**src/rtl/spi_reg_pkg.sv**
```systemverilog
// Shared constants for the SPI-mode-0 PWM register bank: register map,
// frame length and controller states.
package spi_reg_pkg;

    localparam int FRAME_BITS = 16;

    localparam logic [6:0] ADDR_EN_OUT_LO = 7'h00;
    localparam logic [6:0] ADDR_EN_OUT_HI = 7'h01;
    localparam logic [6:0] ADDR_EN_PWM_LO = 7'h02;
    localparam logic [6:0] ADDR_EN_PWM_HI = 7'h03;
    localparam logic [6:0] ADDR_DUTY      = 7'h04;

    typedef enum logic [1:0] {
        IDLE   = 2'd0,
        SHIFT  = 2'd1,
        COMMIT = 2'd2
    } state_e;

endpackage

```
**src/rtl/spi_pin_sync.sv**
```systemverilog
// Multi-flop synchroniser for one asynchronous SPI pin, with a history flop
// producing single-cycle rise/fall strobes in the clk domain.
module spi_pin_sync #(
    parameter int   SYNC_STAGES = 2,
    parameter logic RST_VAL     = 1'b0
) (
    input  logic clk,
    input  logic rst,
    input  logic pin,
    output logic level,
    output logic rise,
    output logic fall
);

    logic [SYNC_STAGES-1:0] sync_q;
    logic                   hist_q;

    always_ff @(posedge clk or posedge rst) begin
        if (rst) begin
            sync_q <= {SYNC_STAGES{RST_VAL}};
            hist_q <= RST_VAL;
        end else begin
            sync_q <= {sync_q[SYNC_STAGES-2:0], pin};
            hist_q <= sync_q[SYNC_STAGES-1];
        end
    end

    assign level = sync_q[SYNC_STAGES-1];
    assign rise  = level & ~hist_q;
    assign fall  = ~level & hist_q;

endmodule

```
**src/rtl/spi_reg_bank.sv**
```systemverilog
// Write-only SPI-mode-0 slave owning the five PWM control registers.
// Frames are 16 bits MSB first: {wr, addr[6:0], data[7:0]}, committed on CS rise.
module spi_reg_bank
    import spi_reg_pkg::*;
#(
    parameter int SYNC_STAGES = 2,
    parameter int ADDR_W      = 7,
    parameter int DATA_W      = 8,
    parameter int NUM_REGS    = 5
) (
    input  logic              clk,
    input  logic              rst,
    input  logic              ncs,
    input  logic              sclk,
    input  logic              copi,
    output logic [DATA_W-1:0] en_reg_out_7_0,
    output logic [DATA_W-1:0] en_reg_out_15_8,
    output logic [DATA_W-1:0] en_reg_pwm_7_0,
    output logic [DATA_W-1:0] en_reg_pwm_15_8,
    output logic [DATA_W-1:0] pwm_duty_cycle,
    output logic              wr_done,
    output logic              frame_err
);

    localparam logic [4:0]        CNT_FULL  = 5'(FRAME_BITS);
    localparam logic [4:0]        CNT_OVR   = 5'(FRAME_BITS + 1);
    localparam logic [ADDR_W-1:0] ADDR_LIM  = ADDR_W'(NUM_REGS);

    logic ncs_lvl,  ncs_rise,  ncs_fall;
    logic sclk_lvl, sclk_rise, sclk_fall;
    logic copi_lvl, copi_rise, copi_fall;

    spi_pin_sync #(.SYNC_STAGES(SYNC_STAGES), .RST_VAL(1'b1)) u_sync_ncs (
        .clk(clk), .rst(rst), .pin(ncs),
        .level(ncs_lvl), .rise(ncs_rise), .fall(ncs_fall)
    );

    spi_pin_sync #(.SYNC_STAGES(SYNC_STAGES), .RST_VAL(1'b0)) u_sync_sclk (
        .clk(clk), .rst(rst), .pin(sclk),
        .level(sclk_lvl), .rise(sclk_rise), .fall(sclk_fall)
    );

    spi_pin_sync #(.SYNC_STAGES(SYNC_STAGES), .RST_VAL(1'b0)) u_sync_copi (
        .clk(clk), .rst(rst), .pin(copi),
        .level(copi_lvl), .rise(copi_rise), .fall(copi_fall)
    );

    // Only levels of ncs/copi and the rise of sclk/ncs drive the controller.
    logic unused_edges;
    assign unused_edges = ncs_fall ^ sclk_lvl ^ sclk_fall ^ copi_rise ^ copi_fall;

    state_e                state;
    logic [4:0]            cnt;
    logic [FRAME_BITS-1:0] sreg;

    logic                  frame_wr;
    logic [ADDR_W-1:0]     frame_addr;
    logic [DATA_W-1:0]     frame_data;
    logic                  wr_en;

    assign frame_wr   = sreg[FRAME_BITS-1];
    assign frame_addr = sreg[DATA_W +: ADDR_W];
    assign frame_data = sreg[DATA_W-1:0];

    assign wr_en     = (state == COMMIT) && (cnt == CNT_FULL) && frame_wr
                       && (frame_addr < ADDR_LIM);
    assign wr_done   = wr_en;
    assign frame_err = (state == COMMIT) && (cnt != CNT_FULL);

    // A low synced CS while idle means a fall was seen, possibly during COMMIT,
    // so back-to-back frames with a one-cycle gap are still picked up.
    always_ff @(posedge clk or posedge rst) begin
        if (rst) begin
            state <= IDLE;
            cnt   <= '0;
            sreg  <= '0;
        end else begin
            case (state)
                IDLE: begin
                    if (!ncs_lvl) begin
                        state <= SHIFT;
                        cnt   <= '0;
                        sreg  <= '0;
                    end
                end
                SHIFT: begin
                    if (ncs_rise) begin
                        state <= COMMIT;
                    end else if (sclk_rise) begin
                        if (cnt < CNT_FULL) begin
                            sreg <= {sreg[FRAME_BITS-2:0], copi_lvl};
                            cnt  <= cnt + 5'd1;
                        end else begin
                            cnt <= CNT_OVR;
                        end
                    end
                end
                COMMIT:  state <= IDLE;
                default: state <= IDLE;
            endcase
        end
    end

    always_ff @(posedge clk or posedge rst) begin
        if (rst) begin
            en_reg_out_7_0  <= '0;
            en_reg_out_15_8 <= '0;
            en_reg_pwm_7_0  <= '0;
            en_reg_pwm_15_8 <= '0;
            pwm_duty_cycle  <= '0;
        end else if (wr_en) begin
            case (frame_addr)
                ADDR_EN_OUT_LO: en_reg_out_7_0  <= frame_data;
                ADDR_EN_OUT_HI: en_reg_out_15_8 <= frame_data;
                ADDR_EN_PWM_LO: en_reg_pwm_7_0  <= frame_data;
                ADDR_EN_PWM_HI: en_reg_pwm_15_8 <= frame_data;
                ADDR_DUTY:      pwm_duty_cycle  <= frame_data;
                default: ;
            endcase
        end
    end

endmodule
```
**config.mk**
```make
export PLATFORM = sky130hd
export DESIGN_NAME = spi_reg_bank
export DESIGN_NICKNAME = d
export VERILOG_FILES = /design/src/rtl/spi_reg_pkg.sv /design/src/rtl/spi_pin_sync.sv /design/src/rtl/spi_reg_bank.sv
export SDC_FILE = /design/constraint.sdc
export NUM_CORES = 1
export LEC_CHECK = 0
export CORE_AREA = 2 2 105 77
export DETAILED_ROUTE_END_ITERATION = 16
export DIE_AREA = 0 0 107 79
export HOLD_SLACK_MARGIN = 0.15
export PLACE_DENSITY_LB_ADDON = 0.15
export SYNTH_ARGS = -nofsm -noshare
export SYNTH_HDL_FRONTEND = slang
export SYNTH_HIERARCHICAL = 1
export SYNTH_SLANG_ARGS = --single-unit
```
**constraint.sdc**
```tcl
create_clock -name clk -period 2.5 [get_ports clk]
set_input_delay 0.5 -clock clk [delete_from_list [all_inputs] [get_ports clk]]
set_output_delay 0.5 -clock clk [all_outputs]
set_load 0.02 [all_outputs]
```
---- Word-level counts from Yosys, hierarchy flattened ----
Cells that the tools add are included.
cells by class
  add/sub/neg operators ................... 1
  multipliers ............................. 0
  div/mod/pow operators ................... 0
  magnitude comparators ................... 2
  equal/unequal tests ..................... 13
  shift-type cells ........................ 0
  mux-type cells .......................... 13
  bitwise gates (word level) .............. 4
  reductions and logical operators ........ 15
operator list
  cell                                                                           count
  16-bit 2-to-1 mux                                                              4
  16-bit case mux with 2 select lines                                            1
  5-bit 2-to-1 mux                                                               4
  7-bit by 2-bit equality test with 1-bit output (second input constant)         2
  2-bit AND reduction                                                            6
  2-bit inequality test (second input constant)                                  5
  5-bit case mux with 2 select lines                                             1
  7-bit by 1-bit equality test with 1-bit output (second input constant)         1
  7-bit by 3-bit equality test with 1-bit output (second input constant)         1
  7-bit logical NOT                                                              1
  7-bit by 3-bit less-than comparator with 1-bit output (second input constant)  1
  5-bit by 1-bit adder with 5-bit output (second input constant)                 1
  5-bit equality test (second input constant)                                    1
  5-bit less-than comparator (second input constant)                             1
  5-bit inequality test (second input constant)                                  1
  5-bit AND reduction                                                            1
  1-bit logical AND                                                              4
  2-bit 2-to-1 mux                                                               2
  2-bit case mux with 2 select lines                                             1
  4-bit AND reduction                                                            1
  1-bit bitwise AND                                                              2
  2-bit by 1-bit equality test with 1-bit output (second input constant)         1
  2-bit equality test (second input constant)                                    1
  2-bit logical NOT                                                              1
  other kinds (2)                                                                3
word-level totals
  register bits after elaboration ......... 71
  bits in latches ......................... 0
  memory bits (writable) .................. 0
  memory bits (read-only) ................. 0
  input port bits ......................... 5
  memories kept ........................... 0

---- Longest topological paths before layout ----
Gate-level depths: netlist of run 1.
  word-level depth ........................ 5
  gate-level depth with buffers ........... 6
  gate-level depth less buffers ........... 5

---- Modules after synthesis ----
Netlist of run 1, hierarchy kept.
modules (own cells, without submodules)
  module                           instances  cells each  area each (µm²)  sequential area each (µm²)
  spi_reg_bank                     1          219         2979.1           1576.5
  spi_pin_sync at u_sync_copi ...  2          6           93.8             75.1
  spi_pin_sync at u_sync_ncs       1          6           97.6             78.8

---- Least setup slack after synthesis of run 1 ----
OpenSTA, ideal clock, no wires.
  path kind ............................... register to output
  start point ............................. reg cnt[0]
  end point ............................... out wr_done
  arrival time ............................ 1.382 ns
  required time ........................... 2.000 ns
  slack ................................... 0.618 ns
  cell stages (with the launch flop) ...... 6
  path buffers ............................ 1
  path through ............................ dfrtp_1 inv_1 ha_1 nor4bb_1 buf_4 and4_1
on the way
  word-level cells in the longest chain between the ends .. 4
ends and longest elaborated chain
  what                             RTL line            RTL
  from (decl)                      spi_reg_bank.sv:53  logic [4:0] cnt;
  from (signal assigned)           spi_reg_bank.sv:92  cnt <= cnt + 5'd1;
  5-bit equality test              spi_reg_bank.sv:65  assign wr_en = (state == COMMIT) && (cnt == CNT_FULL) && frame_wr
  1-bit logical AND (2 in series)  spi_reg_bank.sv:65
  1-bit logical AND                spi_reg_bank.sv:66  && (frame_addr < ADDR_LIM);
  to (decl)                        spi_reg_bank.sv:21  output logic wr_done,
Every way passes these cells.

---- Worst setup path after layout of run 1 ----
Same ends and word-level chain as after synthesis.

==> impl_metrics.yaml, run 1 <==
cts:
  cts.reportedPaths.clkPinSlew_ns: 0.07
  h-tree-depth: 3
  cts_buffers: 9
  cts_setup_buffers: 0
  clock_latency_ns: 0.35
  cts-root-buf: "clkbuf_8"
  holdBufCountCts: 0
  cts.path.max_buffers: 2
  cts_sinks: 71
  cts_tree: "yes"
  cts_resized: 3
layout:
  final_util_pct: 53.3
  final_common_cell: "dfrtp_1"
  area_growth_syn_to_layout_pct: 25.3
  antenna-diode-count: 0
  finalNetCount: 294
  mostFrequentLayoutCells: "dfrtp_1, mux2_2, clkdlybuf4s50_1, nor2b_1, a22o_1"
  drive_above_1_share_pct: 30.8
floorplanning:
  die_x_um: 107
  start_util_pct: 42.6
  die_y_um: 79
  core_area_mm2: 0.00753
  pin_count: 47
  die_area_mm2: 0.00845
  fp-row-count: 27
critical_path:
  cp-startpoint: "cnt[0]"
  max_stage_delay_ns: 0.42
  crit_buf_inv: 2
  path_cells: "inv_1, ha_1, nor4bb_4, and4_1, dlygate4sd2_1"
  cp.required_ns: 2.00
  crit_type: "reg -> out"
  slowest_stage: "dfrtp_1"
  path_max_fanout: 5
  critical_path.top_delay_family: "simple AND/OR/NAND/NOR gates"
  cp-end-kind: "primary output"
  worstSetupStartpointType: "register"
  r2r-start: "u_sync_ncs/hist_q"
  arrival_ns: 1.86
synth:
  synth_nets: 239
  yosys_warnings: 6
  synth_cells: 232
  syn_area_mm2: 0.00321
  synth_area_per_cell_um2: 13.8
timing:
  setup_violations: 0
  hold_violations: 0
  worstMarginPinSlew_ns: 0.775
  relSlewSlack_pct: 48.3
  finalCriticalPeriod_ns: 2.36
  drv_slew: 0
  max_freq_mhz: 424
  holdWs_ns: 0.354
  setup_tns_ns: 0
  rsz0062_at_grt: "no"
  min_period_over_period_pct: 94.4
  skew_ns: 0.00746
  worst_slack_ns: 0.140
worst_hold_path:
  worstHoldPathType: "reg -> reg"
  hp-start: "u_sync_copi/sync_q[0]"
power_and_ir_drop:
  p_comb_share_pct: 14.5
  leakage_nw: 1.88
  internal_power_mw: 1.91
  ir_drop_mv: 0.244
  power_mw: 2.67
  power_frac_clock_pct: 32.9
  p_sw_uw: 758
  power.density_mw_per_mm2: 664
  p_sw_share_pct: 28.4
  seqPwrFrac_pct: 52.6
grt:
  grt_antenna_before_repair: 0
  grt_max_degree: 24
  overflow: 0
  grt_pass1_vias: 2020
  grt_pass1_wl_mm: 10.8
  grt_usage_pct: 16.9
route:
  drc: 0
  vias_per_cell: 5.13
  drt_wl_total_mm: 6.19
  drtIter0Drc: 62
  num_vias: 2015
  wire_per_inst_um: 15.8
  ant_nets: 0
  dr.pass1.iters: 4
place:
  dpl_worst_slack_ns: 0.165
  io_buffers: 46
  hpwlAfterDp_mm: 4.27
  gp_congestion: 0.734
flow_run:
  drv_cap: 0
run_status:
  status: "complete, no violations"
## path summary, 6_finish.rpt
path / slack (ns) / cells after the start / endpoint
max: 0.14 / 5 / wr_done
min: 0.35 / 0 / u_sync_copi/sync_q[1]
max reg2reg: 0.42 / 4 / sreg[15]
min reg2reg: 0.35 / 0 / u_sync_copi/sync_q[1]
max in group asynchronous: 1.37 / 3 / sreg[11]
min in group asynchronous: 0.40 / 2 / u_sync_copi/sync_q[0]
## metal layers
metal,wire length (um),GRT usage (%),share of wire (%)
met5,0,0,0
met4,93,6.10,1.5
met3,331,6.08,5.3
met2,2670,23.4,43
met1,3100,24.4,50
## power by group through the flow
stage          Clock [mW]  Combinational, mW  Sequential (mW)
4_1_cts             0.917              0.391             1.41
3_3_place_gp            0              0.378             1.42
5_1_grt             0.980              0.435             1.43
3_5_place_dp            0              0.383             1.43
2_1_floorplan           0              0.322             1.36
6_report            0.879              0.387             1.40
## layout make-up
| class | instances | area, um^2 |
|---|---|---|
| Fill cell | 669 | 3510 |
| Sequential cell | 71 | 1780 |
| Multi-Input combinational cell | 138 | 1320 |
| Timing Repair Buffer | 57 | 566 |
| Clock buffer | 10 | 128 |
| Tap cell | 101 | 126 |
| Clock inverter | 6 | 61.3 |
| Inverter | 10 | 37.5 |
## flip-flops by register name, summed over array words and instances, names as in the netlist
register / count
sreg: 16
en_reg_out_15_8: 8
en_reg_out_7_0: 8
en_reg_pwm_15_8: 8
en_reg_pwm_7_0: 8
pwm_duty_cycle: 8
cnt: 5
state: 2
u_sync_copi/sync_q: 2
u_sync_ncs/sync_q: 2
u_sync_sclk/sync_q: 2
u_sync_ncs/hist_q: 1
u_sync_sclk/hist_q: 1
## metrics by stage
| stage | std cells | cell area, um^2 |
|---|---|---|
| after floorplan | 232 | 3210 |
| after global placement | 377 | 3820 |
| after detailed placement | 377 | 3820 |
| after CTS | 393 | 4020 |
| after global routing | 393 | 4020 |
| final | 393 | 4020 |
Power figures use the tool's default switching activity.
==> run 2: changes to the inputs <==
--- a/config.mk
+++ b/config.mk
@@ -6,6 +6,7 @@
 export NUM_CORES = 1
 export LEC_CHECK = 0
 export CORE_AREA = 2 2 105 77
+export CTS_CLUSTER_SIZE = 14
 export DETAILED_ROUTE_END_ITERATION = 16
 export DIE_AREA = 0 0 107 79
 export HOLD_SLACK_MARGIN = 0.15
==> results of run 2 <==
No change in the layout: final DEF, timing and power equal those of run 1.
